===== config.mk =====
export PLATFORM = sky130hd
export DESIGN_NAME = mem_access_ctrl
export DESIGN_NICKNAME = d
export VERILOG_FILES = /design/src/rtl/lc3_pkg.sv /design/src/rtl/wait_counter.sv /design/src/rtl/mem_access_ctrl.sv
export SDC_FILE = /design/constraint.sdc
export NUM_CORES = 1
export LEC_CHECK = 0
export ABC_CLOCK_PERIOD_IN_PS = 2900
export BUFFER_PORTS_ARGS = -buffer_cell sky130_fd_sc_hd__buf_2
export CAP_MARGIN = 5
export CORE_AREA = 2 2 39 41
export DETAILED_ROUTE_END_ITERATION = 10
export DIE_AREA = 0 0 41 43
export PLACE_DENSITY = 0.73
export SYNTH_ARGS = -nofsm -noshare
export SYNTH_HDL_FRONTEND = slang
export SYNTH_SLANG_ARGS = --single-unit

===== constraint.sdc =====
create_clock -name clk -period 2.9 [get_ports clk]
set_clock_uncertainty 0.15 [all_clocks]
set_input_delay 0.145 -clock clk [delete_from_list [all_inputs] [get_ports clk]]
set_output_delay 0.145 -clock clk [all_outputs]
set_load 0.02 [all_outputs]

===== src/rtl/lc3_pkg.sv =====
// Shared LC-3 definitions: memory-class opcodes, sequencer state encoding
// and small opcode classification helpers.
package lc3_pkg;

    localparam logic [3:0] OP_LD  = 4'b0010;
    localparam logic [3:0] OP_LDR = 4'b0110;
    localparam logic [3:0] OP_LDI = 4'b1010;
    localparam logic [3:0] OP_ST  = 4'b0011;
    localparam logic [3:0] OP_STR = 4'b0111;
    localparam logic [3:0] OP_STI = 4'b1011;

    // Read wait counter width; covers READ_WAIT in 0..7.
    localparam int WAIT_W = 3;

    typedef enum logic [2:0] {
        S_IDLE    = 3'd0,
        S_MAR_EA  = 3'd1,
        S_WAIT1   = 3'd2,
        S_MAR_IND = 3'd3,
        S_WAIT2   = 3'd4,
        S_CAPTURE = 3'd5,
        S_WRITE   = 3'd6,
        S_BADOP   = 3'd7
    } state_t;

    // Any of the six opcodes this sequencer handles.
    function automatic logic is_mem_op(input logic [3:0] op);
        return (op == OP_LD) || (op == OP_LDR) || (op == OP_LDI) ||
               (op == OP_ST) || (op == OP_STR) || (op == OP_STI);
    endfunction

    // Stores that need no read before the write strobe.
    function automatic logic is_direct_store(input logic [3:0] op);
        return (op == OP_ST) || (op == OP_STR);
    endfunction

    // Loads whose single read goes straight to the register file.
    function automatic logic is_direct_load(input logic [3:0] op);
        return (op == OP_LD) || (op == OP_LDR);
    endfunction

endpackage


===== src/rtl/wait_counter.sv =====
// Down counter timing the gap between a MAR load and valid memory data.
// Loads a start value, decrements while enabled and holds at zero.
module wait_counter #(
    parameter int WIDTH = 3
) (
    input  logic             clk,
    input  logic             reset,
    input  logic             load,
    input  logic [WIDTH-1:0] load_value,
    input  logic             dec,
    output logic             zero
);

    logic [WIDTH-1:0] count;

    // Load has priority; decrement saturates at zero so the count never wraps.
    always_ff @(posedge clk) begin
        if (reset) begin
            count <= '0;
        end else if (load) begin
            count <= load_value;
        end else if (dec && (count != '0)) begin
            count <= count - 1'b1;
        end
    end

    assign zero = (count == '0);

endmodule


===== src/rtl/mem_access_ctrl.sv =====
// LC-3 data-memory access sequencer. Takes one memory-class opcode, steps
// MAR loads, read waits and the final register write or memory write, and
// pulses DONE in the last action cycle. All outputs are decoded from state.
//
// Handshake: START is only looked at in IDLE; when it is high there the
// request is accepted on that clock edge and OP is latched. START while
// BUSY is dropped, not queued. DONE marks the final cycle of a request and
// IDLE (ready for the next START) follows on the next cycle.
module mem_access_ctrl
    import lc3_pkg::*;
#(
    parameter int READ_WAIT = 1
) (
    input  logic       clk,
    input  logic       reset,
    input  logic       START,
    input  logic [3:0] OP,
    output logic       BUSY,
    output logic       DONE,
    output logic       ILLEGAL,
    output logic       MAR_LE,
    output logic       MAR_CONTROL,
    output logic       WE,
    output logic       REG_LE,
    output state_t     dbg_state
);

    // Counter start value so a wait state lasts exactly READ_WAIT cycles.
    localparam logic [WAIT_W-1:0] WAIT_LOAD =
        (READ_WAIT > 0) ? WAIT_W'(READ_WAIT - 1) : '0;
    localparam bit NO_WAIT = (READ_WAIT == 0);

    state_t     state;
    state_t     state_next;
    logic [3:0] op_q;
    logic       cnt_load;
    logic       cnt_dec;
    logic       cnt_zero;

    wait_counter #(
        .WIDTH (WAIT_W)
    ) u_wait_counter (
        .clk        (clk),
        .reset      (reset),
        .load       (cnt_load),
        .load_value (WAIT_LOAD),
        .dec        (cnt_dec),
        .zero       (cnt_zero)
    );

    // State register; reset aborts any request without a final strobe.
    always_ff @(posedge clk) begin
        if (reset) begin
            state <= S_IDLE;
        end else begin
            state <= state_next;
        end
    end

    // Opcode is captured only on acceptance so later OP changes are ignored.
    always_ff @(posedge clk) begin
        if (reset) begin
            op_q <= 4'b0000;
        end else if ((state == S_IDLE) && START) begin
            op_q <= OP;
        end
    end

    // Next-state logic and wait counter control.
    always_comb begin
        state_next = state;
        cnt_load   = 1'b0;
        cnt_dec    = 1'b0;
        case (state)
            S_IDLE: begin
                if (START) begin
                    state_next = is_mem_op(OP) ? S_MAR_EA : S_BADOP;
                end
            end
            S_MAR_EA: begin
                if (is_direct_store(op_q)) begin
                    state_next = S_WRITE;
                end else if (NO_WAIT) begin
                    state_next = is_direct_load(op_q) ? S_CAPTURE : S_MAR_IND;
                end else begin
                    state_next = S_WAIT1;
                    cnt_load   = 1'b1;
                end
            end
            S_WAIT1: begin
                cnt_dec = 1'b1;
                if (cnt_zero) begin
                    state_next = is_direct_load(op_q) ? S_CAPTURE : S_MAR_IND;
                end
            end
            S_MAR_IND: begin
                if (op_q == OP_STI) begin
                    state_next = S_WRITE;
                end else if (NO_WAIT) begin
                    state_next = S_CAPTURE;
                end else begin
                    state_next = S_WAIT2;
                    cnt_load   = 1'b1;
                end
            end
            S_WAIT2: begin
                cnt_dec = 1'b1;
                if (cnt_zero) begin
                    state_next = S_CAPTURE;
                end
            end
            default: begin
                state_next = S_IDLE;
            end
        endcase
    end

    // Moore output decode; at most one of MAR_LE, WE, REG_LE per state.
    always_comb begin
        BUSY        = (state != S_IDLE);
        DONE        = 1'b0;
        ILLEGAL     = 1'b0;
        MAR_LE      = 1'b0;
        MAR_CONTROL = 1'b0;
        WE          = 1'b0;
        REG_LE      = 1'b0;
        case (state)
            S_MAR_EA:  MAR_LE = 1'b1;
            S_MAR_IND: begin
                MAR_LE      = 1'b1;
                MAR_CONTROL = 1'b1;
            end
            S_CAPTURE: begin
                REG_LE = 1'b1;
                DONE   = 1'b1;
            end
            S_WRITE: begin
                WE   = 1'b1;
                DONE = 1'b1;
            end
            S_BADOP: begin
                ILLEGAL = 1'b1;
                DONE    = 1'b1;
            end
            default: ;
        endcase
    end

    assign dbg_state = state;

endmodule


==> results of run 1 <==
cells in the final DEF (no fill, tap or decap), types with 4 or more instances in the layout:
| cell | count |
|---|---|
| inv_1 | 6 |
| buf_2 | 16 |
| a31oi_1 | 4 |
| nand2_1 | 4 |
| dfxtp_1 | 10 |
| nor2_1 | 14 |
| a21oi_1 | 5 |
sequential cells by signal (all words and copies together) (netlist names):
signal,cells
u_wait_counter.count,3
op_q,4
dbg_state,3
worst max path at each step:
stage                                               from  slack [ps]  cells past startpoint                                   end
detailed placement             dbg_state[0]$_SDFFE_PP0P_        1190                      4             dbg_state[2]$_SDFFE_PP0P_
global placement               dbg_state[0]$_SDFFE_PP0P_        1210                      4             dbg_state[2]$_SDFFE_PP0P_
finish                         dbg_state[0]$_SDFFE_PP0P_        1150                      4             dbg_state[2]$_SDFFE_PP0P_
floorplan           u_wait_counter.count[0]$_SDFFE_PP0P_        1420                      6  u_wait_counter.count[1]$_SDFFE_PP0P_
CTS                            dbg_state[0]$_SDFFE_PP0P_        1150                      3                           MAR_CONTROL
global route                   dbg_state[0]$_SDFFE_PP0P_        1070                      4             dbg_state[2]$_SDFFE_PP0P_
through the flow:
step	cells	utilization [%]
finish	116	55.61
global route	116	55.61
CTS	116	55.61
detailed placement	109	50.81
global placement	109	50.81
floorplan	83	-
layout make-up:
cell class / count / area, um2
repair buffers: 19 / 110.1
fillers: 138 / 614.3
multi-input cells: 59 / 372.9
inverters: 8 / 30.03
clock buffers: 4 / 36.28
flip-flops and latches: 10 / 200.2
well taps: 16 / 20.02
metal layers:
metal / GRT usage [%] / vias up / wire length (um)
li1: - / 318 / -
met1: 20.39 / 274 / 583
met2: 27.19 / 29 / 633
met3: 5.759 / 5 / 98
met4: 16.67 / 0 / 46
met5: 0 / - / 0
critical path: cells and delay by family, from the launching register on:
family	cells	cell delay, ps
and+or+nand+nor	2	560
DFF	1	620
AOI/OAI and AO/OA	2	340
report_power, final:
| group | total [mW] | internal [mW] | switching [mW] |
|---|---|---|---|
| Clock | 0.130 | 0.0764 | 0.0538 |
| Combinational | 0.409 | 0.170 | 0.239 |
| Sequential | 0.266 | 0.171 | 0.0955 |
cells by family after synthesis:
| kind of cell | Yosys count | share of synthesized area (%) |
|---|---|---|
| mux | 3 | 4.753 |
| simple gates | 34 | 28.91 |
| fa+ha+maj | 2 | 3.960 |
| flops | 10 | 31.68 |
| buf+inv | 14 | 9.306 |
| xor+xnor | 2 | 2.773 |
| compound gates | 18 | 18.61 |
timing repair:
action	4_1_cts	5_1_grt
hold buffers	3	0
endpoints found under the setup margin	0	0
endpoints found under the hold margin	3	0
==> reports/results.ini, run 1 <==
[drt]
wl_mm = 1.362
wire_per_inst_um = 11.74
vias = 626
drcViolationCount = 0
via_per_inst = 5.397
drtAntennaViolNets = 0
drtIter0Drc = 29
drt_first_pass_iters = 4

[timing]
max_slew.worst_pin.slew_ps = 567.9
finalWorstSetupSlack_ps = 1147
fin_crit_ps = 1753
finalCritPeriodShare_pct = 60.46
rsz0062_at_grt = false
maxSlewViolCount = 0
whs_ps = 6.759
final-hold-violation-count = 0
relSlewSlack_pct = 62.09
fin_setup_tns_ps = 0
setup_viol = 0
fmax_ghz = 0.5704

[placement]
dpl.hpwl_um = 978.7
placedInstanceArea_um2 = 703.2
dp_worst_setup_slack_ps = 1193
gp_congestion = 0.8041
io_buffers = 16

[global_routing]
grt_max_degree = 19
grt.total_usage_pct = 18.71
grt_pass1_vias = 557
grt-ovfl-total = 0
grt_pass1_wl_mm = 2.166
antenna_found_initial = 0

[power_and_ir_drop]
power_density_nw_per_um2 = 1047
leakage_nw = 0.3353
peakVddDrop_uv = 497.7
power_mw = 0.8060

[clocking]
ctsResizeCount = 0
cts_tree = built
root_buffer = clkbuf_4
cts_sinks = 10
h-tree-depth = 1
clk_pin_slew_ps = 70
post_cts_buffers = 0
cts-buffers-inserted = 3
clock_path_buffers = 2
clock_latency_ps = 270

[floorplanning]
die_h_um = 43
num_rows = 14
start_util_pct = 45.66
die_area_um2 = 1763
die_w_um = 41
placeableCoreArea_um2 = 1384
ios = 17

[logic_synthesis]
synthArstFlopShare_pct = 0
synth_seq_cells = 10
synthTopCellsByArea = dfxtp_1 (32%), nor2_1 (8.3%), mux2i_1 (4.8%)
synth_top_area_share_pct = 31.68
synth_cell_types = 31
synthCells = 83
synth_fp_nets = 92
yosysMostFrequentCell = nor2_1
synth_common_cells = nor2_1 (14), dfxtp_1 (10), inv_1 (6), a21oi_1 (5), buf_2 (5)
post_synth.cell_area_avg_um2 = 7.613
yosys_warnings = 0
ys_seq_area_share_pct = 31.68
synthesis.area_um2 = 631.9
synth_flop_cell = dfxtp_1
synth_area_leader_cell = dfxtp_1
synth_edf_count = 0

[job]
maxCapViolations = 0

[worst_setup_path]
critical_path_class = reg2reg
crit_path_top_delay_cell = dfxtp_1
rr_startpoint = dbg_state[0]$_SDFFE_PP0P_
reg2reg_depth = 4
crit_arrival_ps = 1790
cp_max_fo = 13
r2r_end = dbg_state[2]$_SDFFE_PP0P_
max_stage_delay_ps = 620
worstPathCellList = nand2b_1 -> nor4_1 -> a31oi_1 -> a211oi_2
cp.required_ps = 2940
cp-end-kind = register
critPathLaunchType = register
regToRegSetupSlack_ps = 1150

[layout]
drive_gt1_share_pct = 25.00
num-nets-final = 110
final_cell_area_um2 = 769.5
n_antenna_cell = 0
area_delta_synth_final_pct = 21.78

[status]
outcome = completed

[min_path]
min_from = reset
min_path_type = in2reg
worstHoldPathCells = 2
min_to = op_q[1]$_SDFFE_PP0P_

No activity file was read; power rests on OpenSTA's default activity.
==> run 2, diff against run 1 <==
ABC_CLOCK_PERIOD_IN_PS = 1600   (was 2900)
CORE_AREA = 2 2 41 43   (was 2 2 39 41)
DIE_AREA = 0 0 43 45   (was 0 0 41 43)
PLACE_DENSITY = 0.7   (was 0.73)
clock period = 1.6 ns   (was 2.9 ns; I/O delays follow)
==> reports/results.ini, run 2 (synthesis results as in run 1) <==
[worst_setup_path]
crit_path_top_delay_cell = dfxtp_2
regToRegSetupSlack_ps = 90  ; -1060 ps
startpoint = u_wait_counter.count[0]$_SDFFE_PP0P_
reg2reg_depth = 6  ; +2
cp_max_fo = 5  ; -8
cp-end-kind = register
cp.required_ps = 1600  ; -1340 ps
worstPathCellList = inv_1 -> ha_2 -> ha_4 -> nor3_4 -> buf_4 -> a211oi_2
critPathLaunchType = register
crit_arrival_ps = 1510  ; -280 ps
r2r_end = u_wait_counter.count[1]$_SDFFE_PP0P_
max_stage_delay_ps = 330  ; -290 ps
rr_startpoint = u_wait_counter.count[0]$_SDFFE_PP0P_
critical_path_class = reg2reg

[power_and_ir_drop]
pwr-share-seq_pct = 25.8  ; -7.3 points
switching_share_pct = 45.41  ; -2.8 points
power_density_nw_per_um2 = 1840  ; +76%
p_switching_mw = 0.7244  ; +86%
p_clk_share_pct = 14.7  ; -1.5 points
internal-power_mw = 0.8709  ; +110%
leakage_nw = 0.3842  ; +15%
peakVddDrop_uv = 1186  ; +140%
p_comb_share_pct = 59.5  ; +8.7 points
power_mw = 1.595  ; +98%

[placement]
dpl.hpwl_mm = 1.049  ; +7.2%
io_buffers = 16  ; unchanged
gp_congestion = 0.8218  ; +2.2%
placedInstanceArea_um2 = 748.2  ; +6.4%

[clocking]
cts-buffers-inserted = 3  ; unchanged
h-tree-depth = 1  ; unchanged
cts_tree = built
clk_pin_slew_ps = 60  ; about the same
clock_latency_ps = 270  ; about the same
clock_path_buffers = 2  ; unchanged
root_buffer = clkbuf_4
cts_sinks = 10  ; unchanged

[timing]
finalCritPeriodShare_pct = 94.32  ; +34 points
fin_crit_ps = 1509  ; -244.1 ps
rsz0062_at_grt = false
final-hold-violation-count = 0  ; unchanged
fmax_ghz = 0.6626  ; +16%
max_slew.worst_pin.slew_ps = 328.6  ; -239.3 ps
setup_viol = 0  ; unchanged
maxSlewViolCount = 0  ; unchanged
relSlewSlack_pct = 77.94  ; +16 points

[layout]
area_delta_synth_final_pct = 37.23
final_common_cell = buf_2
regMostFlops = op_q
layout_common_cells = buf_2 (16), nor2_1 (14), buf_4 (7)
n_fill_cell = 131  ; -5.1%
drive_gt1_share_pct = 35.78  ; +11 points
final_cell_area_um2 = 867.1  ; +13%
n_antenna_cell = 0  ; unchanged
largest_reg_flops = 4  ; unchanged
num-nets-final = 119  ; +8.2%

[global_routing]
grt_pass1_vias = 570  ; +2.3%
grt_pass1_wl_mm = 2.415  ; +11%
antenna_found_initial = 0  ; unchanged
grt-ovfl-total = 0  ; unchanged
grt_max_degree = 10  ; -9
grt.total_usage_pct = 16.99  ; -1.7 points

[status]
outcome = completed

[drt]
drtIter0Drc = 6  ; -79%
wl_mm = 1.483  ; +8.9%
drtAntennaViolNets = 0  ; unchanged
via_per_inst = 5.256  ; -2.6%
wire_per_inst_um = 11.86  ; +1.0%
drcViolationCount = 0  ; unchanged
vias = 657  ; +5.0%
drt_first_pass_iters = 4  ; unchanged

[min_path]
worstHoldPathCells = 3  ; +1
min_to = dbg_state[0]$_SDFFE_PP0P_
min_path_type = in2reg
min_from = START

[floorplanning]
die_w_um = 43  ; +4.9%
start_util_pct = 42.94  ; -2.7 points
die_h_um = 45  ; +4.7%
num_rows = 14  ; unchanged
ios = 17  ; unchanged
die_area_um2 = 1935  ; +9.8%
placeableCoreArea_um2 = 1471  ; +6.3%

[job]
maxCapViolations = 0  ; unchanged

==> run 2: changes by cell type in the layout (fill, tap and decap cells not counted), moves of 2 or more <==
cell	before	now
dfxtp_2	0	4
dlygate4sd3_1	3	5
dfxtp_1	10	6
ha_1	2	0
buf_4	0	7
==> run 2: power groups by stage <==
stage,clock [mW],combinational (mW),sequential [mW]
final,0.234,0.950,0.411
after global routing,0.253,1.04,0.427
after CTS,0.238,0.950,0.403
after detailed placement,0,0.934,0.410
after global placement,0,0.921,0.408
after floorplan,0,0.651,0.411
==> run 2: what timing repair did <==
| action | 4_1_cts | 5_1_grt |
|---|---|---|
| endpoints found under the hold margin | 7 | 0 |
| pin swaps | 3 | 2 |
| gates resized for setup | 1 | 7 |
| hold buffers | 5 | 0 |
| setup buffers | 1 | 0 |
| endpoints found under the setup margin | 2 | 8 |
==> run 2: how the worst max path moves through the flow <==
| stage | endpoint | cells after the start |
|---|---|---|
| finish | u_wait_counter.count[1]$_SDFFE_PP0P_ | 6 |
| global route | u_wait_counter.count[0]$_SDFFE_PP0P_ | 6 |
| CTS | REG_LE | 4 |
| detailed placement | u_wait_counter.count[1]$_SDFFE_PP0P_ | 6 |
| global placement | u_wait_counter.count[2]$_SDFFE_PP0P_ | 6 |
| floorplan | u_wait_counter.count[1]$_SDFFE_PP0P_ | 6 |
==> run 2: per-stage QoR <==
step | setup TNS, ps | setup slack [ps] | cells | utilization [%] | hold slack [ps]
after floorplan | 0 | 116.7 | 83 | - | 66.00
after global placement | 0 | 76.16 | 115 | 50.85 | 169.2
after detailed placement | -71.50 | -48.89 | 115 | 50.85 | 182.8
after CTS | 0 | 8.293 | 125 | 57.40 | 61.52
after global routing | 0 | 30.08 | 125 | 58.93 | 70.32
final | 0 | 90.87 | 125 | 58.93 | 73.16
==> run 2: critical path: cells and delay by family (launching register included) <==
family / cells / cell delay [ps]
adders and majority gates: 2 / 370
DFF: 1 / 330
and+or+nand+nor: 1 / 260
buffers and inverters: 2 / 210
AOI/OAI and AO/OA: 1 / 60
==> run 2: final cells by class <==
class	count	area (um2)	area share, %
Inverter	8	30.03	3.463
Multi-Input combinational cell	59	392.9	45.31
Tap cell	16	20.02	2.309
Timing Repair Buffer	28	182.7	21.07
Clock buffer	4	36.28	4.185
Sequential cell	10	205.2	23.67
==> run 2: routing by layer <==
layer / GRT usage (%) / wire (um) / part of all wire, %
met4: 12.73 / 38 / 2.6
met2: 25.15 / 636 / 43
met3: 2.800 / 71 / 4.8
met1: 22.33 / 736 / 50
met5: 0 / 0 / 0
==> run 3, diff against run 2 <==
--- a/config.mk
+++ b/config.mk
@@ -9,9 +9,10 @@
 export BUFFER_PORTS_ARGS = -buffer_cell sky130_fd_sc_hd__buf_2
 export CAP_MARGIN = 5
-export CORE_AREA = 2 2 41 43
+export CORE_AREA = 2 2 43 45
 export DETAILED_ROUTE_END_ITERATION = 10
-export DIE_AREA = 0 0 43 45
+export DIE_AREA = 0 0 45 47
 export PLACE_DENSITY = 0.7
 export SYNTH_ARGS = -nofsm -noshare
 export SYNTH_HDL_FRONTEND = slang
+export SYNTH_HIERARCHICAL = 1
 export SYNTH_SLANG_ARGS = --single-unit
==> constraint.sdc (replaced) <==
create_clock -name clk -period 1.6 [get_ports clk]
set_clock_uncertainty 0.15 [all_clocks]
set_input_delay 0 -clock clk [delete_from_list [all_inputs] [get_ports clk]]
set_output_delay 0 -clock clk [all_outputs]
set_load 0.02 [all_outputs]
==> reports/results.ini, run 3 <==
[logic_synthesis]
synthTopCellsByArea = dfxtp_1 (28%), mux2i_1 (5.6%), nand2_1 (5.2%)
synth_flop_cell = dfxtp_1
synth_cell_types = 34  ; +9.7%
synth_edf_count = 0  ; unchanged
ys_seq_area_share_pct = 27.97  ; -3.7 points
synthesis.area_um2 = 715.7  ; +13%
synth_seq_cells = 10  ; unchanged
synth_area_leader_cell = dfxtp_1
synth_top_area_share_pct = 27.97  ; -3.7 points
synthArstFlopShare_pct = 0  ; unchanged
synthCells = 88  ; +6.0%
synth_common_cells = dfxtp_1 (10), nand2_1 (10), nor2_1 (10), inv_1 (6)
post_synth.cell_area_avg_um2 = 8.133  ; +6.8%
yosys_warnings = 6  ; +6

[clocking]
h-tree-depth = 1  ; unchanged
clk_pin_slew_ps = 70  ; about the same
post_cts_buffers = 0  ; -1
clock_latency_ps = 280  ; about the same
cts_tree = built
cts-buffers-inserted = 3  ; unchanged
root_buffer = clkbuf_4
cts_sinks = 10  ; unchanged
clock_path_buffers = 2  ; unchanged

[power_and_ir_drop]
leakage_nw = 0.4112  ; +7.0%
peakVddDrop_uv = 841.8  ; -29%
power_mw = 1.822  ; +14%
power_density_nw_per_um2 = 1884  ; +2.4%

[placement]
io_buffers = 16  ; unchanged
gp_congestion = 0.7751  ; -5.7%
dpl.hpwl_mm = 1.174  ; +12%
placedInstanceArea_um2 = 867.1  ; +16%
dp_worst_setup_slack_ps = 0.9015  ; +49.79 ps
dp_cells = 126  ; +9.6%

[layout]
layout.cells.non_filler = 136  ; +8.8%
num-nets-final = 129  ; +8.4%
largest_reg_flops = 4  ; unchanged
regMostFlops = op_q
n_fill_cell = 151  ; +15%
multi_input_area_um2 = 489.2  ; +25%
seqCellArea_um2 = 207.7  ; +1.2%
n_antenna_cell = 0  ; unchanged
final_util_pct = 58.56  ; -0.37 points
area_delta_synth_final_pct = 35.14
final_common_cell = buf_2
drive_gt1_share_pct = 35.29  ; -0.49 points
layout_common_cells = buf_2 (16), nand2_1 (10), nor2_1 (9)
final_cell_area_um2 = 967.2  ; +12%

[timing]
finalWorstSetupSlack_ps = 72.63  ; -18.24 ps
maxSlewViolCount = 0  ; unchanged
fmax_ghz = 0.6547  ; -1.2%
setup_viol = 0  ; unchanged
fin_setup_tns_ps = 0  ; unchanged
finalCritPeriodShare_pct = 95.46  ; +1.1 points
final-hold-violation-count = 0  ; unchanged
fin_crit_ps = 1527  ; +18.24 ps
whs_ps = 353.8  ; +280.6 ps

[worst_setup_path]
critPathLaunchType = register
cp_max_fo = 5  ; unchanged
critical_path_class = reg2reg
cp.required_ps = 1650  ; +50 ps
crit_arrival_ps = 1580  ; +70 ps
cp-end-kind = register
regToRegSetupSlack_ps = 70  ; -20 ps

[global_routing]
grt_pass1_vias = 636  ; +12%
grt_max_degree = 12  ; +2
grt.total_usage_pct = 18.12  ; +1.1 points
antenna_found_initial = 0  ; unchanged
grt_pass1_wl_mm = 2.628  ; +8.8%
grt-ovfl-total = 0  ; unchanged

[drt]
drt_first_pass_iters = 4  ; unchanged
wl_met2_um = 859  ; +35%
drtIter0Drc = 6  ; unchanged
via_per_inst = 5.309  ; +1.0%
drcViolationCount = 0  ; unchanged
m1WireLength_um = 734  ; -0.27%
wl_mm = 1.710  ; +15%
dr_wl_met3_um = 80  ; +13%
drtAntennaViolNets = 0  ; unchanged
wire_per_inst_um = 12.57  ; +6.0%
top_layer = met4
vias = 722  ; +9.9%

[min_path]
min_path_type = reg2reg

[floorplanning]
ios = 17  ; unchanged
start_util_pct = 43.33  ; +0.39 points
num_rows = 15  ; +1
die_h_um = 47  ; +4.4%
placeableCoreArea_um2 = 1652  ; +12%
die_area_um2 = 2115  ; +9.3%
die_w_um = 45  ; +4.7%

[status]
outcome = completed

[job]
maxCapViolations = 0  ; unchanged

==> run 3: cell type report <==
type | instances | share of cell area, %
multi-input cells | 69 | 50.58
flip-flops and latches | 10 | 21.47
repair buffers | 30 | 20.70
clock buffers | 4 | 2.717
inverters | 6 | 2.329
well taps | 17 | 2.199
==> run 3: kinds of logic (layout without fill, tap and decap cells) <==
| kind of cell | after synthesis | count (layout) | share of synthesized area [%] |
|---|---|---|---|
| AO/OA/AOI/OAI | 18 | 18 | 16.26 |
| buffers and inverters | 11 | 40 | 9.964 |
| AND/OR/NAND/NOR | 40 | 40 | 33.75 |
| XOR/XNOR | 2 | 2 | 2.448 |
| multiplexers | 4 | 4 | 5.595 |
| adder cells (fa/ha/maj) | 2 | 2 | 3.496 |
| other | 1 | 3 | 0.5240 |
| flip-flops | 10 | 10 | 27.97 |
==> run 3: critical path, cell delays in order, from the launching register on <==
cell      delay, ps
dfxtp_2         330
inv_1            40
ha_2            160
ha_2            170
nand2b_4        160
or3_1           310
a31oi_1         140
==> run 3: what timing repair did <==
| item | 4_1_cts | 5_1_grt |
|---|---|---|
| hold buffers | 6 | 0 |
| gates resized for setup | 1 | 5 |
| setup endpoints to repair | 1 | 4 |
| hold endpoints to repair | 10 | 0 |
| pin swaps | 0 | 2 |
==> run 3: layer usage <==
layer | vias to the layer above | global-route usage, %
met1 | 331 | 19.40
met3 | 5 | 4.615
li1 | 365 | -
met2 | 21 | 32.29
met4 | 0 | 10.59
met5 | - | 0
==> run 3: final timing paths <==
check                                                          start                              endpoint  cells past startpoint
worst min-delay path                            op_q[2]$_SDFFE_PP0P_                  op_q[2]$_SDFFE_PP0P_                      2
worst max register to register  u_wait_counter/count[1]$_SDFFE_PP0P_  u_wait_counter/count[1]$_SDFFE_PP0P_                      6
worst min register to register                  op_q[2]$_SDFFE_PP0P_                  op_q[2]$_SDFFE_PP0P_                      2
worst max-delay path            u_wait_counter/count[1]$_SDFFE_PP0P_  u_wait_counter/count[1]$_SDFFE_PP0P_                      6
==> run 3: power breakdown <==
| part | switching [mW] | total, mW | internal [mW] |
|---|---|---|---|
| clock | 0.0926 | 0.189 | 0.0965 |
| sequential | 0.113 | 0.466 | 0.353 |
| combinational | 0.614 | 1.17 | 0.553 |
